### src/rtl/timer_pkg.sv
// Purpose: shared types and constants for the memory-mapped interrupt timer.
// Latency: n/a (types and constants only).
// Backpressure: n/a.
package timer_pkg;

  // Width of the prescale field held in CTRL.
  localparam int PRESCALE_W = 8;

  typedef enum logic [1:0] {
    REG_CTRL   = 2'd0,
    REG_LOAD   = 2'd1,
    REG_COUNT  = 2'd2,
    REG_STATUS = 2'd3
  } timer_reg_e;

  typedef enum logic {
    ST_IDLE = 1'b0,
    ST_RUN  = 1'b1
  } timer_state_e;

  // CTRL register image, bit-for-bit as it appears on the bus (bits 15:0).
  typedef struct packed {
    logic [PRESCALE_W-1:0] prescale;
    logic [4:0]            rsvd;
    logic                  periodic;
    logic                  irq_en;
    logic                  enable;
  } timer_ctrl_t;

  localparam int CTRL_W             = $bits(timer_ctrl_t);
  localparam int STATUS_PENDING_BIT = 0;

  // Reserved CTRL bits are never stored, so they always read back as 0.
  function automatic timer_ctrl_t decode_ctrl(input logic [CTRL_W-1:0] raw);
    timer_ctrl_t c;
    c      = timer_ctrl_t'(raw);
    c.rsvd = '0;
    return c;
  endfunction

endpackage

### src/rtl/timer_prescaler.sv
// Purpose: divides the clock by (prescale+1), emitting a one-cycle tick.
// Latency: tick is combinational from the registered divider count.
// Backpressure: none; free-running while enabled.
// Ports: clk, rst (async active-low), enable, clear (restart divider),
//        prescale (divide-minus-one), tick (1-cycle pulse).
module timer_prescaler
  import timer_pkg::*;
#(
  parameter int WIDTH = PRESCALE_W
) (
  input  logic             clk,
  input  logic             rst,
  input  logic             enable,
  input  logic             clear,
  input  logic [WIDTH-1:0] prescale,
  output logic             tick
);

  logic [WIDTH-1:0] pre_cnt_q, pre_cnt_d;

  always_comb begin
    tick      = enable && !clear && (pre_cnt_q == prescale);
    pre_cnt_d = pre_cnt_q + WIDTH'(1);
    // Held at 0 while disabled so a later enable starts a full interval.
    if (!enable || clear || tick) begin
      pre_cnt_d = '0;
    end
  end

  always_ff @(posedge clk or negedge rst) begin
    if (!rst) begin
      pre_cnt_q <= '0;
    end else begin
      pre_cnt_q <= pre_cnt_d;
    end
  end

endmodule

### src/rtl/irq_timer.sv
// Purpose: memory-mapped countdown timer raising a level interrupt on expiry.
// Latency: reads combinational; writes land on the edge ending the wr cycle.
// Backpressure: none; bus responder always accepts rd/wr when en is high.
// Ports: clk, rst (async active-low), en/rd/wr/addr/data_in bus inputs,
//        data_out (0 unless en && rd), irq (pending & irq_en).
// PRESCALE_WIDTH must not exceed the CTRL prescale field width.
module irq_timer
  import timer_pkg::*;
#(
  parameter int WORD_SIZE      = 32,
  parameter int PRESCALE_WIDTH = PRESCALE_W
) (
  input  logic                 clk,
  input  logic                 rst,
  input  logic                 en,
  input  logic                 rd,
  input  logic                 wr,
  input  logic [1:0]           addr,
  input  logic [WORD_SIZE-1:0] data_in,
  output logic [WORD_SIZE-1:0] data_out,
  output logic                 irq
);

  timer_state_e         state_q, state_d;
  timer_ctrl_t          ctrl_q, ctrl_d;
  logic [WORD_SIZE-1:0] load_q, load_d;
  logic [WORD_SIZE-1:0] count_q, count_d;
  logic                 pending_q, pending_d;

  timer_reg_e  reg_sel;
  timer_ctrl_t wr_fields;
  logic        wr_ctrl, wr_load, wr_count, wr_status;
  logic        tick, tick_eff, expire, pre_clear;

  always_comb begin
    reg_sel   = timer_reg_e'(addr);
    wr_fields = decode_ctrl(data_in[CTRL_W-1:0]);
    wr_ctrl   = en && wr && (reg_sel == REG_CTRL);
    wr_load   = en && wr && (reg_sel == REG_LOAD);
    wr_count  = en && wr && (reg_sel == REG_COUNT);
    wr_status = en && wr && (reg_sel == REG_STATUS);
    pre_clear = wr_ctrl && wr_fields.enable && (state_q == ST_IDLE);
  end

  timer_prescaler #(.WIDTH(PRESCALE_WIDTH)) u_prescaler (
    .clk      (clk),
    .rst      (rst),
    .enable   (state_q == ST_RUN),
    .clear    (pre_clear),
    .prescale (ctrl_q.prescale[PRESCALE_WIDTH-1:0]),
    .tick     (tick)
  );

  always_comb begin
    state_d   = state_q;
    ctrl_d    = ctrl_q;
    load_d    = load_q;
    count_d   = count_q;
    pending_d = pending_q;

    // A software COUNT write or a disabling CTRL write swallows the tick.
    tick_eff = tick && !wr_count && !(wr_ctrl && !wr_fields.enable);
    expire   = tick_eff && (count_q == '0);

    if (tick_eff) begin
      if (!expire) begin
        count_d = count_q - WORD_SIZE'(1);
      end else if (ctrl_q.periodic) begin
        count_d = load_q;
      end else begin
        state_d = ST_IDLE;
      end
    end

    // Clear first so a same-edge expiry keeps pending set.
    if (wr_status && data_in[STATUS_PENDING_BIT]) pending_d = 1'b0;
    if (expire) pending_d = 1'b1;

    if (wr_load)  load_d  = data_in;
    if (wr_count) count_d = data_in;

    if (wr_ctrl) begin
      ctrl_d = wr_fields;
      if (!wr_fields.enable) begin
        state_d = ST_IDLE;
      end else if (state_q == ST_IDLE) begin
        state_d = ST_RUN;
        count_d = load_q;
      end
    end

    // The visible enable bit is the run state itself.
    ctrl_d.enable = (state_d == ST_RUN);
  end

  always_ff @(posedge clk or negedge rst) begin
    if (!rst) begin
      state_q   <= ST_IDLE;
      ctrl_q    <= '0;
      load_q    <= '0;
      count_q   <= '0;
      pending_q <= 1'b0;
    end else begin
      state_q   <= state_d;
      ctrl_q    <= ctrl_d;
      load_q    <= load_d;
      count_q   <= count_d;
      pending_q <= pending_d;
    end
  end

  always_comb begin
    data_out = '0;
    if (en && rd) begin
      case (reg_sel)
        REG_CTRL:   data_out = WORD_SIZE'(ctrl_q);
        REG_LOAD:   data_out = load_q;
        REG_COUNT:  data_out = count_q;
        REG_STATUS: data_out[STATUS_PENDING_BIT] = pending_q;
        default:    data_out = '0;
      endcase
    end
  end

  assign irq = pending_q & ctrl_q.irq_en;

endmodule

### config.mk
export PLATFORM = sky130hd
export DESIGN_NAME = irq_timer
export DESIGN_NICKNAME = d
export VERILOG_FILES = /design/src/rtl/timer_pkg.sv /design/src/rtl/timer_prescaler.sv /design/src/rtl/irq_timer.sv
export SDC_FILE = /design/constraint.sdc
export NUM_CORES = 1
export LEC_CHECK = 0
export CORE_MARGIN = 2
export CORE_UTILIZATION = 35
export CTS_BUF_LIST = sky130_fd_sc_hd__clkbuf_4 sky130_fd_sc_hd__clkbuf_8
export DETAILED_ROUTE_END_ITERATION = 8
export MAX_ROUTING_LAYER = met4
export SETUP_SLACK_MARGIN = 0.1
export SLEW_MARGIN = 20
export SYNTH_ARGS = -nofsm -noshare
export SYNTH_HDL_FRONTEND = slang
export SYNTH_SLANG_ARGS = --single-unit
export TNS_END_PERCENT = 100
### constraint.sdc
create_clock -name clk -period 6.2 [get_ports clk]
set_input_delay 1.24 -clock clk [delete_from_list [all_inputs] [get_ports clk]]
set_output_delay 1.24 -clock clk [all_outputs]
set_load 0.03 [all_outputs]
==> metrics.md, run 1 <==
| Metric | Value |
|---|---|
| Outcome | `finished clean` |
| Final std cells w/o fill | `877` |
| Synth Area in Adders | `0.458%` |
| Cell Chain, Critical Path | `clkdlybuf4s50_1, nor2b_2, buf_4, a21oi_1, nor2_1, clkdlybuf4s50_1` |
| Worst Skew | `0.00771 ns` |
| Hold WS | `0.535 ns` |
| Worst path required time | `4.96 ns` |
| Post-Syn Nets | `647` |
| Initial antenna violation count | `0` |
| Final wirelength | `16.7 mm` |
| # DRC | `0` |
| Nets | `702` |
| # resized after CTS | `0` |
| Largest net degree at the start of global routing | `44` |
| PD cells | `275 mW/mm^2` |
| Clock Latency Late Sink | `0.38 ns` |
| Max_cap viols | `0` |
| Synth Area in XOR/XNOR | `2.24%` |
| Placed insts | `861` |
| RSZ-0062 raised after global routing | `no` |
| Max Clock Freq | `200 MHz` |
| Number of buffers added on ports | `71` |
| Clk slew on worst S/H paths | `0.09 ns` |
| Setup violators final | `0` |
| DIE AREA | `0.0166 mm^2` |
| Most frequent CP cell | `clkdlybuf4s50_1` |
| Post-CTS Repair Setup Buffers | `0` |
| Largest family of logic cells by synthesized area | `simple AND/OR/NAND/NOR gates` |
| Hold-fix buffers, CTS | `0` |
| Post-route ant nets | `0` |
| Mux cell area share after synthesis | `13.1%` |
| Num CTS Buffers | `9` |
| Overall Global Routing Usage | `21.6%` |
| Area leader, netlist | `dfrtp_1` |
| Vias per Instance | `5.84` |
| N_diodes | `0` |
| YS warnings | `0` |
| Worst setup SP type | `input port` |
| Die height | `129 um` |
| Gate Count Post-Synth | `606` |
| Fin crit share | `80.8%` |
| Initial Util | `35.8%` |
| Delay-heaviest family, CP | `buffers and inverters` |
| Synth Area in Simple Gates | `21.2%` |
| Clk root buf | `clkbuf_8` |
| Rel. slew slack | `43.9%` |
| Grt ovf | `0` |
| Lkg Pwr | `0.00257 uW` |
| Clock Sinks | `84` |
| Critical path capture point type | `output pin` |
| Placer Congestion | `0.857` |
| Yosys cell types | `69` |
| Post-synth EDFFs | `0` |
| Layout cells sized above 1 | `15.5%` |
| Main flop type after synthesis | `dfrtp_1` |
| Slack of the critical path | `1.19 ns` |
| CTS tree | `built` |
| Post-DP HPWL | `11.4 mm` |
| Sequential share of the synthesized area | `38.5%` |
| Critical path's slowest cell | `clkdlybuf4s50_1` |
| Slowest stage delay, CP | `0.93 ns` |
| Crit path kind | `in -> out` |
| Hold WC Path Type | `reg -> reg` |
| DR vias | `5,118` |
| Htree depth | `3` |
| DRT iter0 DRCs | `544` |
| Largest cells by area after synthesis | `dfrtp_1 38%, mux2_2 8.7%, nor2_1 6.3%, a21oi_1 5.2%, mux2i_1 4.0%` |
| Vias in the first global route | `5,212` |
| Deepest clock path buffer count | `2` |
| Core Area | `0.0153 mm^2` |
| DR pass1 iterations | `5` |
| Std-Cell Rows | `45` |
| TNS Setup | `0 ns` |
| R2r setup slk | `3.14 ns` |
| Die W | `129 um` |
| Avg WL per Cell | `19.1 um` |
| Post-synth top area share | `38.5%` |
| Async SR Flop Fraction | `100%` |
| Maximum vdd drop | `0.0948 mV` |
| Crit-path max FO | `31` |
| Worst-Margin Slew | `0.837 ns` |
| Crit path time final | `5.01 ns` |
| WP buf/inv | `3` |
| Pre-CTS worst setup slack | `1.16 ns` |
| Ports | `72` |
| Final Hold Vio Count | `0` |
| Fin. max-slew vios | `0` |
| Cell area after synthesis | `0.00547 mm^2` |
| Avg Cell Area, Syn | `9.02 um^2` |
| Global-route wire length before repair | `27.3 mm` |
| Worst EP arrival | `3.77 ns` |
| #FFs+latches synth | `84` |
| Synth Area in Compound Gates | `20.7%` |
| Area Growth Syn to Fin | `20.7%` |
## stage by stage
stage / area [um^2] / util [%] / power (uW)
2_1_floorplan: 5470 / - / 1200
3_3_place_gp: 6380 / 41.8 / 1360
3_5_place_dp: 6380 / 41.8 / 1380
4_1_cts: 6590 / 43.2 / 1820
5_1_grt: 6600 / 43.2 / 1930
6_report: 6600 / 43.2 / 1820
## power by group
part / internal [uW] / switching [uW] / leakage (uW)
clock network: 225 / 214 / 0.000109
logic: 253 / 270 / 0.00143
registers: 673 / 182 / 0.00103
total: 1150 / 666 / 0.00257
## area by class of cell
type,count,area (um^2)
clock buffer,9,124
clock inverter,7,91.3
fill,1498,8660
inverter,6,22.5
multi-input combinational,473,3170
sequential,84,2100
tap,211,264
timing repair buffer,87,828
## per-layer routing
metal  track usage [%]  part of all wire (%)  up-vias
li1                  -                     -     2383
met4              10.2                   2.7        0
met1              27.3                    43     2498
met5                 -                     0        -
met2              34.5                    48      200
met3              2.66                   5.8       37
## synth_stat cells (3+ instances only)
cell and n:
o31ai_1 3, a222oi_1 3, inv_1 6, o22ai_1 10
or3_1 3, xor2_1 13, nor2b_1 5, o21ai_0 16
and3_1 5, o311ai_0 4, a21oi_1 57, dfrtp_1 84
or4_1 3, nand2_1 37, mux2_2 42, o211ai_1 5
mux2i_1 22, nor2_1 92, nand3_1 22, o21ai_1 8
clkbuf_1 27, buf_2 6, a22oi_1 27, buf_1 6
a31oi_1 16, a211oi_1 4, nor4_1 5, nor4_2 5
a2bb2oi_1 4, o21a_1 3, nor3_1 12
## cells in the final DEF (no fill, tap or decap), types with 4 or more instances in the layout
cell type and instances:
o211ai_1 5, mux2_2 42, nand2_1 37, a2bb2oi_1 4, o22ai_1 10, and3_1 5
buf_4 17, dfrtp_1 84, nor3_1 11, o311ai_0 4, clkdlybuf4s50_1 70, xor2_1 13
a22oi_1 27, nor2_1 92, nand3_1 21, clkbuf_8 9, o21ai_0 16, nor4_2 5
nor4_1 5, o21ai_1 8, a21oi_1 57, a31oi_1 16, inv_1 6, mux2i_1 22
a211oi_1 4
## logic make-up after synthesis
| kind of cell | Yosys count |
|---|---|
| and+or+nand+nor | 216 |
| AOI/OAI and AO/OA | 176 |
| DFF | 84 |
| muxes | 65 |
| buffers and inverters | 49 |
| xor gates and xnor gates | 14 |
| adders and majority gates | 2 |
## registers in the layout, indices dropped and copies added (netlist names)
signal,flops
load_q,32
u_prescaler.pre_cnt_q,8
count_q,32
pending_q,1
ctrl_q,11
## final timing paths
path,end,from,cells past startpoint
worst max-delay path,data_out[2],addr[0],6
worst min-delay path,count_q[11],load_q[11],1
worst max register to register,count_q[19],count_q[5],7
worst min register to register,count_q[11],load_q[11],1
max in group asynchronous,u_prescaler.pre_cnt_q[0],rst,2
min in group asynchronous,load_q[28],rst,1
Power figures use the tool's default switching activity.
==> inputs of run 2 (changes only) <==
==> constraint.sdc (replaced) <==
create_clock -name clk -period 4.14 [get_ports clk]
set_input_delay 0.828 -clock clk [delete_from_list [all_inputs] [get_ports clk]]
set_output_delay 0.828 -clock clk [all_outputs]
set_load 0.03 [all_outputs]
==> run 2 against run 1 <==
Against the previous run: clock power grew 53%; combinational power grew 49%; count of clock-buffer cells in the layout grew 2; utilization is the same; sequential power grew 51%; sequential cell count is the same; non-clock buffer count grew 9; total power grew 51%; clock skew grew 0.0049 ns; first-iteration DRC count shrank 13%; die area is the same; critical path type unchanged.
==> metrics.md, run 2 (synthesized netlist as in run 1, its figures left out) <==
| Metric | Value |
|---|---|
| RSZ-0062 raised after global routing | `no` |
| Global-route wire length before repair | `27.1 mm` |
| Initial antenna violation count | `0` |
| Avg WL per Cell | `19.1 um` |
| DIE AREA | `0.0166 mm^2` |
| Clk slew on worst S/H paths | `0.09 ns` |
| Fin. max-slew vios | `0` |
| Worst setup SP type | `input port` |
| Clk root buf | `clkbuf_8` |
| Fin crit share | `86.6%` |
| Vias per Instance | `5.79` |
| Std-Cell Rows | `45` |
| N_diodes | `0` |
| Post-CTS Repair Setup Buffers | `0` |
| Area Growth Syn to Fin | `20.7%` |
| Placed insts | `870` |
| Biggest registers after layout | `count_q (32), load_q (32), ctrl_q (11)` |
| Crit path kind | `in -> out` |
| DR pass1 iterations | `5` |
| Max Clock Freq | `279 MHz` |
| Deepest clock path buffer count | `2` |
| Layout cells sized above 1 | `20.4%` |
| Maximum vdd drop | `0.157 mV` |
| Post-DP HPWL | `11.9 mm` |
| Worst-Margin Slew | `0.981 ns` |
| Hold Path End | `count_q[11]` |
| CTS tree | `built` |
| Critical path capture point type | `output pin` |
| # DRC | `0` |
| Final Hold Vio Count | `0` |
| Comb power frac | `28.4%` |
| DR vias | `5,127` |
| Setup violators final | `0` |
| P_int | `1740 uW` |
| PD cells | `416 mW/mm^2` |
| Hold Startpoint | `load_q[11]` |
| Clock Latency Late Sink | `0.39 ns` |
| Die W | `129 um` |
| Crit. Startpoint | `addr[1]` |
| Final std cells w/o fill | `886` |
| Number of buffers added on ports | `71` |
| Rel. slew slack | `34.6%` |
| Register-to-Register Path Depth | `7` |
| Worst EP arrival | `2.76 ns` |
| Htree depth | `3` |
| Initial Util | `35.8%` |
| Sequential power share | `47.1%` |
| Hold WS | `0.536 ns` |
| Die height | `129 um` |
| Worst hold stages | `1` |
| Reg-to-Reg Start | `count_q[2]` |
| Core Area | `0.0153 mm^2` |
| Slack of the critical path | `0.556 ns` |
| Largest net degree at the start of global routing | `74` |
| Worst Skew | `0.0126 ns` |
| Num CTS Buffers | `9` |
| Crit path time final | `3.58 ns` |
| Lkg Pwr | `0.00267 uW` |
| # resized after CTS | `0` |
| Placer Congestion | `0.880` |
| Commonest non-fill, non-tap cell in the layout | `nor2_1` |
| Switch Pwr | `1000 uW` |
| Vias in the first global route | `5,127` |
| Crit-path max FO | `23` |
| Pre-CTS worst setup slack | `0.591 ns` |
| Switching Share | `36.4%` |
| Post-route ant nets | `0` |
| R2r setup slk | `1.07 ns` |
| Overall Global Routing Usage | `21.4%` |
| Final wirelength | `16.9 mm` |
| FF-to-FF End | `count_q[19]` |
| Worst path required time | `3.31 ns` |
| Grt ovf | `0` |
| Nets | `711` |
| Clock Sinks | `84` |
| Hold-fix buffers, CTS | `0` |
| Ports | `72` |
| Max_cap viols | `0` |
| Hold WC Path Type | `reg -> reg` |
| DRT iter0 DRCs | `473` |
| Outcome | `finished clean` |
| Final core occ | `43.2%` |
| TNS Setup | `0 ns` |
| Most frequent cells in the layout | `92 x nor2_1, 84 x dfrtp_1, 57 x a21oi_1, 53 x buf_4, 43 x clkdlybuf4s50_1` |
| Clk pwr share | `24.6%` |
## run 2: how the worst max path moves through the flow
stage                     cells past startpoint  slack (ns)            to
after global routing                          7        0.40  data_out[27]
after CTS                                     5        0.59   data_out[1]
final                                         7        0.56  data_out[17]
after detailed placement                      5        0.59   data_out[1]
after floorplan                               6        1.11  data_out[10]
after global placement                        5        0.61   data_out[1]
## run 2: metrics by stage
stage	area (um^2)	power [uW]
after floorplan	5470	1790
after global placement	6380	2050
after detailed placement	6380	2080
after CTS	6600	2760
after global routing	6600	2910
final	6600	2740
## run 2: worst max-delay path, stage by stage
cell and delay [ns]:
clkdlybuf4s50_1 0.72, buf_4 0.28, nor2b_1 0.17, buf_4 0.30, a22oi_1 0.14, nor2_1 0.12, buf_4 0.17
## run 2: metal layers
metal	GRT usage (%)	vias up	part of all wire, %
met1	27.6	2540	44
met2	34.1	165	49
met3	3.58	29	4.8
met4	7.93	0	2.2
li1	-	2393	-
met5	-	-	0
## run 2: final cells by class
class	instances	area, um^2
Clock buffer	11	145
Fill cell	1505	8660
Multi-Input combinational cell	473	3160
Inverter	6	22.5
Sequential cell	84	2100
Tap cell	211	264
Timing Repair Buffer	96	828
Clock inverter	5	75.1
## run 2: power groups by stage
stage / clock network (uW) / logic (uW) / registers, uW
6_report: 675 / 778 / 1290
4_1_cts: 694 / 779 / 1290
3_3_place_gp: 0 / 756 / 1300
2_1_floorplan: 0 / 594 / 1200
5_1_grt: 727 / 858 / 1320
3_5_place_dp: 0 / 774 / 1300
==> inputs of run 3 (changes only) <==
--- a/config.mk
+++ b/config.mk
@@ -5,7 +5,7 @@
 export SDC_FILE = /design/constraint.sdc
 export NUM_CORES = 1
 export LEC_CHECK = 0
-export CORE_MARGIN = 2
+export CORE_MARGIN = 5
 export CORE_UTILIZATION = 35
 export CTS_BUF_LIST = sky130_fd_sc_hd__clkbuf_4 sky130_fd_sc_hd__clkbuf_8
 export DETAILED_ROUTE_END_ITERATION = 8
==> constraint.sdc (replaced) <==
create_clock -name clk -period 4.2 [get_ports clk]
set_input_delay 0.84 -clock clk [delete_from_list [all_inputs] [get_ports clk]]
set_output_delay 0.84 -clock clk [all_outputs]
set_load 0.03 [all_outputs]
==> run 3 against run 2 <==
Against the previous run: critical endpoint is now data_out[8]; design area shrank 0.68%; combinational power fell by 3.2%; setup slack better by 0.033 ns; count of clock-buffer cells in the layout fell by 2; sequential power about the same.
==> metrics.md, run 3 (synthesized netlist as in run 1, its figures left out) <==
| Metric | Value |
|---|---|
| Hold-fix buffers, CTS | `0` |
| Initial antenna violation count | `0` |
| Final wirelength | `16.9 mm` |
| Htree depth | `3` |
| Largest net degree at the start of global routing | `58` |
| Global-route wire length before repair | `27.5 mm` |
| Crit. Startpoint | `addr[1]` |
| Comb power frac | `28.6%` |
| Vias per Instance | `5.77` |
| Hold WC Path Type | `in -> async` |
| Clk root buf | `clkbuf_8` |
| Maximum vdd drop | `0.158 mV` |
| Outcome | `finished clean` |
| DRT iter0 DRCs | `396` |
| Initial Util | `35.8%` |
| P_int | `1640 uW` |
| WP buf/inv | `2` |
| Clk slew on worst S/H paths | `0.09 ns` |
| Worst-Margin Slew | `0.772 ns` |
| Post-route ant nets | `0` |
| Slowest stage delay, CP | `0.68 ns` |
| # DRC | `0` |
| Delay-heaviest family, CP | `buffers and inverters` |
| Area Growth Syn to Fin | `19.9%` |
| Post-CTS Repair Setup Buffers | `0` |
| Placer Congestion | `0.896` |
| Overall Global Routing Usage | `19.4%` |
| PD cells | `402 mW/mm^2` |
| Commonest non-fill, non-tap cell in the layout | `nor2_1` |
| Met1 wire length | `7.39 mm` |
| DR top layer | `met4` |
| Biggest registers after layout | `count_q (32), load_q (32), ctrl_q (11)` |
| Vias in the first global route | `5,177` |
| Sequential power share | `48.5%` |
| Critical path capture point type | `output pin` |
| Layout cells sized above 1 | `20.1%` |
| Clock Latency Late Sink | `0.39 ns` |
| Ports | `72` |
| Final total power | `2630 uW` |
| Grt ovf | `0` |
| TNS Setup | `0 ns` |
| Max_cap viols | `0` |
| Std-Cell Rows | `45` |
| Num CTS Buffers | `9` |
| Post-DP HPWL | `12.0 mm` |
| Core Area | `0.0153 mm^2` |
| Number of buffers added on ports | `71` |
| Rel. slew slack | `48.6%` |
| Worst Skew | `0.0130 ns` |
| Worst setup SP type | `input port` |
| Worst path required time | `3.36 ns` |
| Clock Sinks | `84` |
| Most frequent cells in the layout | `92 x nor2_1, 84 x dfrtp_1, 57 x a21oi_1, 50 x buf_4, 43 x clkdlybuf4s50_1` |
| Deepest clock path buffer count | `2` |
| Crit-path max FO | `9` |
| Setup violators final | `0` |
| Avg WL per Cell | `19.1 um` |
| # resized after CTS | `0` |
| Fin crit share | `86.0%` |
| Hold WS | `0.504 ns` |
| Cell Chain, Critical Path | `clkdlybuf4s50_1, nor2b_2, a21oi_1, nor2_1, clkdlybuf4s50_1` |
| DR pass1 iterations | `5` |
| Crit path time final | `3.61 ns` |
| Reg-to-Reg Start | `count_q[19]` |
| Switch Pwr | `991 uW` |
| Crit path kind | `in -> out` |
| Metal3 WL | `962 um` |
| Clk pwr share | `22.9%` |
| Die W | `135 um` |
| Final Hold Vio Count | `0` |
| Routed wl met2 | `8.23 mm` |
| RSZ-0062 raised after global routing | `no` |
| CTS tree | `built` |
| Worst EP arrival | `2.77 ns` |
| DR vias | `5,091` |
| Lkg Pwr | `0.00264 uW` |
| N_diodes | `0` |
| DIE AREA | `0.0182 mm^2` |
| Most frequent CP cell | `clkdlybuf4s50_1` |
| Switching Share | `37.6%` |
| Critical path's slowest cell | `clkdlybuf4s50_1` |
| Die height | `135 um` |
| Nets | `708` |
| Fin. max-slew vios | `0` |
| Max Clock Freq | `277 MHz` |
## run 3: changes by cell type in the layout (fill, tap and decap cells not counted), sizes merged
cell      previous run  this run
inv                  6         9
clkinv               3         2
clkbuf              11         9
clkinvlp             0         1
buf                 53        50
bufinv               2         1
## run 3: final cells by class
cell class | instances | area, um^2
Clock buffer | 9 | 124
Multi-Input combinational cell | 473 | 3160
Inverter | 6 | 22.5
Timing Repair Buffer | 93 | 806
Fill cell | 1499 | 8710
Tap cell | 211 | 264
Clock inverter | 7 | 73.8
Sequential cell | 84 | 2100
## run 3: power groups by stage
stage	Combinational (uW)	Clock [uW]	Sequential, uW
after floorplan	585	0	1180
after global placement	735	0	1280
after detailed placement	750	0	1280
after CTS	755	620	1270
after global routing	839	645	1310
final	753	602	1280
## run 3: metal layers
layer	vias up	track usage (%)
met5	-	-
met4	0	6.94
met3	28	3.02
met2	189	31.1
met1	2499	24.9
li1	2375	-
## run 3: worst paths after layout
kind	endpoint	slack [ns]	cells past startpoint
min in group clk	load_q[2]	0.55	1
max	data_out[8]	0.59	5
min reg2reg	load_q[2]	0.55	1
min	load_q[28]	0.50	1
max reg2reg	count_q[19]	1.11	7
max in group asynchronous	load_q[14]	2.83	2
## run 3: through the flow
stage                     cell area, um^2  util, %  cells  worst slack, ns
after global placement               6350     41.6    867            0.592
after detailed placement             6350     41.6    867            0.555
after floorplan                      5470        -    606             1.14
final                                6550     42.9    883            0.590
after global routing                 6550     42.9    883            0.467
after CTS                            6550     42.9    883            0.561
